## config.mk

```make
export PLATFORM = sky130hd
export DESIGN_NAME = ha_array_accumulator
export DESIGN_NICKNAME = d
export VERILOG_FILES = /design/src/rtl/ha_array_accumulator.sv
export SDC_FILE = /design/constraint.sdc
export NUM_CORES = 1
export LEC_CHECK = 0
export ABC_AREA = 1
export BUFFER_PORTS_ARGS = -buffer_cell sky130_fd_sc_hd__buf_2
export CELL_PAD_IN_SITES_DETAIL_PLACEMENT = 0
export CELL_PAD_IN_SITES_GLOBAL_PLACEMENT = 2
export CORE_UTILIZATION = 31
export CTS_CLUSTER_SIZE = 40
export DETAILED_ROUTE_END_ITERATION = 8
export GPL_ROUTABILITY_DRIVEN = 0
export HOLD_SLACK_MARGIN = 0.03
export PLACE_DENSITY = 0.76
export SLEW_MARGIN = 5
export SYNTH_ARGS = -nofsm -noshare
export SYNTH_HDL_FRONTEND = slang
export SYNTH_SLANG_ARGS = --single-unit
```

## constraint.sdc

```tcl
create_clock -name clk -period 4 [get_ports clk]
set_clock_uncertainty 0.05 [all_clocks]
set_input_delay 0.6 -clock clk [delete_from_list [all_inputs] [get_ports clk]]
set_output_delay 0.6 -clock clk [all_outputs]
set_load 0.05 [all_outputs]
```

## src/rtl/ha_array_accumulator.sv

```systemverilog
// Serial final-summation stage for the 4-row ha_array interface of the 8x8 approximate multipliers.
// Optional build macro HA_ACC_SATURATE_EN clamps product to 16'hFFFF when the 17-bit sum overflows.
module ha_array_accumulator #(
  parameter int ROWS      = 4,
  parameter int ROW_SHIFT = 2,
  parameter int OUT_W     = 16
) (
  input  logic             clk,
  input  logic             rst_n,
  input  logic             in_valid,
  output logic             in_ready,
  input  logic [6:0]       ha_array_0_b,
  input  logic [8:0]       ha_array_0_t,
  input  logic [6:0]       ha_array_1_b,
  input  logic [8:0]       ha_array_1_t,
  input  logic [6:0]       ha_array_2_b,
  input  logic [8:0]       ha_array_2_t,
  input  logic [6:0]       ha_array_3_b,
  input  logic [8:0]       ha_array_3_t,
  output logic             out_valid,
  input  logic             out_ready,
  output logic [OUT_W-1:0] product,
  output logic             ovf
);

  localparam int ACC_W = OUT_W + 1;

  localparam logic [1:0] S_IDLE = 2'd0;
  localparam logic [1:0] S_ACC  = 2'd1;
  localparam logic [1:0] S_DONE = 2'd2;

  logic [1:0]       state;
  logic [1:0]       cnt;
  logic [ACC_W-1:0] acc;
  logic [6:0]       b_q [ROWS];
  logic [8:0]       t_q [ROWS];

  logic             accept;
  logic [9:0]       row_val;
  logic [4:0]       shamt;
  logic [ACC_W-1:0] addend;

  assign in_ready  = (state == S_IDLE) | ((state == S_DONE) & out_ready);
  assign accept    = in_valid & in_ready;
  assign out_valid = (state == S_DONE);
  assign ovf       = acc[ACC_W-1];

`ifdef HA_ACC_SATURATE_EN
  assign product = acc[ACC_W-1] ? '1 : acc[OUT_W-1:0];
`else
  assign product = acc[OUT_W-1:0];
`endif

  // Row value R = t + (b << 2), weighted by 4^cnt for the row currently being added.
  always_comb begin
    row_val = 10'(t_q[cnt]) + 10'({b_q[cnt], 2'b00});
    shamt   = 5'(ROW_SHIFT) * 5'(cnt);
    addend  = ACC_W'(row_val) << shamt;
  end

  always_ff @(posedge clk or negedge rst_n) begin
    if (!rst_n) begin
      for (int unsigned k = 0; k < ROWS; k++) begin
        b_q[k] <= '0;
        t_q[k] <= '0;
      end
    end else if (accept) begin
      b_q[0] <= ha_array_0_b;
      t_q[0] <= ha_array_0_t;
      b_q[1] <= ha_array_1_b;
      t_q[1] <= ha_array_1_t;
      b_q[2] <= ha_array_2_b;
      t_q[2] <= ha_array_2_t;
      b_q[3] <= ha_array_3_b;
      t_q[3] <= ha_array_3_t;
    end
  end

  // A new set may be taken in the same cycle the DONE result is handed off.
  always_ff @(posedge clk or negedge rst_n) begin
    if (!rst_n) begin
      state <= S_IDLE;
      cnt   <= '0;
      acc   <= '0;
    end else begin
      case (state)
        S_IDLE: begin
          if (accept) begin
            acc   <= '0;
            cnt   <= '0;
            state <= S_ACC;
          end
        end
        S_ACC: begin
          acc <= acc + addend;
          cnt <= cnt + 2'd1;
          if (cnt == 2'(ROWS - 1)) state <= S_DONE;
        end
        S_DONE: begin
          if (out_ready) begin
            if (in_valid) begin
              acc   <= '0;
              cnt   <= '0;
              state <= S_ACC;
            end else begin
              state <= S_IDLE;
            end
          end
        end
        default: state <= S_IDLE;
      endcase
    end
  end

endmodule

```

Yosys cells after proc, flatten, opt, wreduce, memory -nomap -nowiden
Index checks and enable logic that the tools add are counted.
{"block": "classes", "n_mul": 0, "n_shift": 1, "order_cmp": 1, "n_mux": 19, "reduce_logical": 4, "addsub": 3, "bitwise": 4, "n_eq_ne": 7, "div": 0}
{"cell": "$mux 17", "count": 3}
{"cell": "$pmux 17 s3", "count": 1}
{"cell": "$bmux 9 s2", "count": 1}
{"cell": "$mux 9", "count": 2}
{"cell": "$add 17x17->17", "count": 1}
{"cell": "$shl 10x3->17", "count": 1}
{"cell": "$bmux 7 s2", "count": 1}
{"cell": "$mux 7", "count": 2}
{"cell": "$mux 2", "count": 6}
{"cell": "$pmux 2 s3", "count": 2}
{"cell": "$add 9x9->10", "count": 1}
{"cell": "$ne 2x2->1 const B", "count": 3}
{"cell": "$eq 2x2->1 const B", "count": 2}
{"cell": "$reduce_and 4->1", "count": 1}
{"cell": "$ge 3x3->1 const B", "count": 1}
{"cell": "$not 2->3", "count": 1}
{"cell": "$reduce_and 3->1", "count": 1}
{"cell": "$reduce_bool 3->1", "count": 1}
{"cell": "$add 2x1->2 const B", "count": 1}
{"cell": "$and 1x1->1", "count": 2}
{"cell": "$eq 2x1->1 const B", "count": 1}
{"cell": "$logic_not 2->1", "count": 1}
{"cell": "$ne 2x1->1 const B", "count": 1}
{"cell": "$mux 1", "count": 1}
{"cell": "$or 1x1->1", "count": 1}
{"block": "totals", "ram_bits": 0, "memories": 0, "latchBits": 0, "out_inout_bits": 19, "ff_bits": 85, "input_bits": 68, "mem_bits_ro": 0, "wordCells": 50}

Logic depth before layout (Yosys ltp)
{"block": "logic_depth", "depth_word": 8, "ltp_mapped": 24, "mapped_depth_nobuf": 22}

Least setup slack after synthesis
OpenSTA, ideal clock, no wires.
{"block": "synth_path", "kind": "register to register", "startpoint": "reg cnt[0]", "endpoint": "reg acc[16]", "required_time_ps": 3832, "path_stages_with_launch": 23, "synth_period_minus_slack_ps": 3219, "slack_ps": 781, "t_arrival_ps": 3051, "path_cell_list": "dfrtp_1 > buf_4 > clkbuf_1 > o21ai_0 > o22ai_1 > ha_1 > fa_1 > nand3_1 > nand3_1 > xnor2_1 > nand2_1 > nand3_1 > o21ai_1 > ha_1 > nand2_1 > inv_1 > nand2_1 > nor3_1 > nand2_1 > nand2_1 > nand2_1 > nand3_1 > nand2_1"}
{"block": "synth_via", "elab_chain_cells": 8, "elab_cells_between_ends": 11}
{"item": "start, declared", "line": "33", "rtl": "logic [1:0] cnt;"}
{"item": "start signal, assigned", "line": "96", "rtl": "cnt <= cnt + 2'd1;"}
{"item": "$not 2->3 (not written as such)", "line": "56", "rtl": "row_val = 10'(t_q[cnt]) + 10'({b_q[cnt], 2'b00});"}
{"item": "$bmux 9 s2 / $bmux 7 s2 (equally long branches)", "line": "56"}
{"item": "$mux 9 (not written as such) / $mux 7 (equally long branches) (2 in a row)", "line": "56"}
{"item": "$add 9x9->10", "line": "56"}
{"item": "$shl 10x3->17 *", "line": "58", "rtl": "addend = ACC_W'(row_val) << shamt;"}
{"item": "$add 17x17->17 *", "line": "95", "rtl": "acc <= acc + addend;"}
{"item": "$pmux 17 s3 *", "line": "86", "rtl": "case (state)"}
{"item": "end signal, assigned", "line": "95"}
{"item": "end, declared", "line": "34", "rtl": "logic [ACC_W-1:0] acc;"}
Every way passes the cells marked *; elsewhere a longest branch is shown, timed or not. The select of a mux whose other input is x is not followed.
A chain may end at the register's enable or synchronous reset.

Worst setup path in the final report
{"block": "layout_path", "startpoint": "reg cnt[0]", "endpoint": "reg acc[15]"}
The elaborated chain is that of the path after synthesis.

==> qor.csv <==
stage,metric,value,unit
status,status,"finished, final reports clean",
die,core,16500,sq um
sta,fin_crit,3610,ps
finish,fin_util,37.1,%
finish,drive_gt1_share,15.0,%
finish,area_growth,17.6,%
sta,fin_setup_tns,0,ps
min_path,hold_path_class,primary input to register,
yosys,synth_area_leaders,"dfrtp_1 41%, nand2_1 26%, ha_1 5.8%",
worst_setup_path,start_kind,register,
cts,clkLatencyLatePin,350,ps
finish,fill_cells,1796,
sta,drv_slew,0,
worst_setup_path,cp-end-kind,register,
yosys,synth_edf_count,0,
sta,grt_setup_unrepaired,false,
route,routed_wl,14.2,mm
job,maxCapViolations,0,
cts,clk_pin_slew,70,ps
die,fp.dieW,132,um
yosys,avgSynthCellArea,6.98,sq um
yosys,synth_area,5220,sq um
global_route,grt.overflow.total,0,
cts,post_cts_buffers,0,
sta,fin_crit_sh,90.3,%
worst_setup_path,crit_fanout,14,
cts,cts_made_buffers,9,
cts,cts_tree,yes,
yosys,synthFlopType,dfrtp_1,
yosys,yosys_warnings,0,
route,drtPass1Iterations,5,
finish,finalNetCount,914,
finish,fin_area,6130,sq um
route,postRouteAntennaNets,0,
global_route,grt_pass1_wl,23.9,mm
yosys,yosysMostFrequentCell,nand2_1,
route,avgRoutedWirePerCell,13.6,um
die,dieArea,17300,sq um
global_route,antenna_found_initial,0,
die,boundaryPins,87,
route,drc,0,
cts,ctsHoldBuffers,0,
yosys,yosys-top-cells-count,"356 x nand2_1, 85 x dfrtp_1, 57 x inv_1",
sta,relSlewSlack,25.9,%
worst_setup_path,required,4190,ps
worst_setup_path,worstPathArrival,3800,ps
die,rows,47,
cts,cts_resized,0,
finish,seq_area,2130,sq um
route,viasPerCell,4.63,
die,start_util,31.6,%
cts,cts_sinks,85,
die,fp.dieH,132,um
route,via_count,4839,
yosys,synth_cell_types,32,
cts,clock_path_buffers,2,
sta,max_slew.worst_pin.slew,1110,ps
sta,finalSetupViolations,0,
finish,multi_input_area,2690,sq um
cts,root_buffer,clkbuf_16,
finish,num_antenna_cells,0,
yosys,seq_area_frac_synth,40.8,%
place,portBuffers,86,
yosys,synth_top_area_share,40.8,%
worst_setup_path,crit_type,register to register,
sta,hold_viol,0,
cts,htreeDepth,3,
yosys,synth_fp_nets,841,
global_route,grt_pass1_vias,4824,
yosys,async_flop_share,100,%
global_route,grtUsageTotal,17.3,%
global_route,grt_start_max_net_pins,86,
yosys,netlist_instances,747,
yosys,synth_top_area_cell,dfrtp_1,
place,postPlaceCellArea,5800,sq um
yosys,ys_ff_latch,85,
sta,fmaxAchievable,277,MHz
route,drt_iter0_drc,189,
place,dp_hpwl,10.5,mm
==> kinds of logic after synthesis <==
| group | count (synthesis) | share of synthesized area, % |
|---|---|---|
| adder cells (fa/ha/maj) | 26 | 6.52 |
| XOR/XNOR | 4 | 0.672 |
| AO/OA/AOI/OAI | 79 | 8.37 |
| buffers and inverters | 91 | 7.75 |
| AND/OR/NAND/NOR | 462 | 35.9 |
| flip-flops | 85 | 40.8 |
==> through the flow <==
step / hold slack, ps / instances / setup slack, ps
after floorplan: 254 / 747 / 781
after global placement: 408 / 1029 / 408
after detailed placement: 411 / 1029 / 382
after CTS: 376 / 1045 / 357
after global routing: 385 / 1045 / 7.09
final: 388 / 1045 / 390
==> placed cells by master (no fill, tap or decap), drive strengths merged <==
master,count
o31ai,2
o22ai,14
dfrtp,85
o21ai,42
bufinv,2
buf,92
xnor2,3
nand3,43
fa,2
clkinv,1
and2,2
xor2,1
o21a,1
a22o,3
clkbuf,10
nand4,5
a21oi,17
nand3b,2
nor3,6
nand2,360
clkinvlp,2
or2,1
ha,24
inv,62
nor2,43
==> layer usage <==
metal / track usage, % / share of wire, %
met1: 22.6 / 49
met2: 28.6 / 46
met3: 2.97 / 3.4
met5: 0 / 0
met4: 6.20 / 1.8
==> worst max-delay path, stage by stage, from the launching register on <==
cell and delay (ps):
dfrtp_1 460, buf_4 220, o21ai_0 160, o22ai_1 110
ha_1 240, fa_1 450, nand3_1 100, nand3_1 80
xnor2_1 220, nand2_1 100, nand3_1 80, o21ai_1 80
ha_1 380, nand2_1 120, inv_1 80, nand2_1 70
nor3_1 140, nand2_1 110, nand2_1 70, nand2_1 40
nand3_1 60, nand2_1 60
==> final cells by class <==
type	count	share of cell area, %
multi-input combinational	571	43.8
timing repair buffer	92	7.79
inverter	61	3.81
clock inverter	6	1.55
sequential	85	34.7
tap	220	4.49
clock buffer	10	3.90
==> worst paths after layout <==
kind                       cells after the start                start             endpoint  slack (ps)
max in group asynchronous                      1                rst_n  t_q[28]$_DFFE_PN0P_        2780
setup reg to reg                              21   cnt[0]$_DFFE_PN0P_  acc[15]$_DFFE_PN0P_         390
min in group asynchronous                      1                rst_n   acc[1]$_DFFE_PN0P_         400
hold reg to reg                                2  b_q[10]$_DFFE_PN0P_  b_q[10]$_DFFE_PN0P_         420
setup / recovery                              21   cnt[0]$_DFFE_PN0P_  acc[15]$_DFFE_PN0P_         390
hold / removal                                 3      ha_array_3_t[1]   t_q[1]$_DFFE_PN0P_         390
==> state kept, by name (all words and copies together), names as in the netlist <==
name,flops
t_q,36
b_q,28
acc,17
cnt,2
state,2
Power is left out: the tool's default activity adds up to more than one toggle a clock period on the data nets, which glitch-free logic cannot reach.
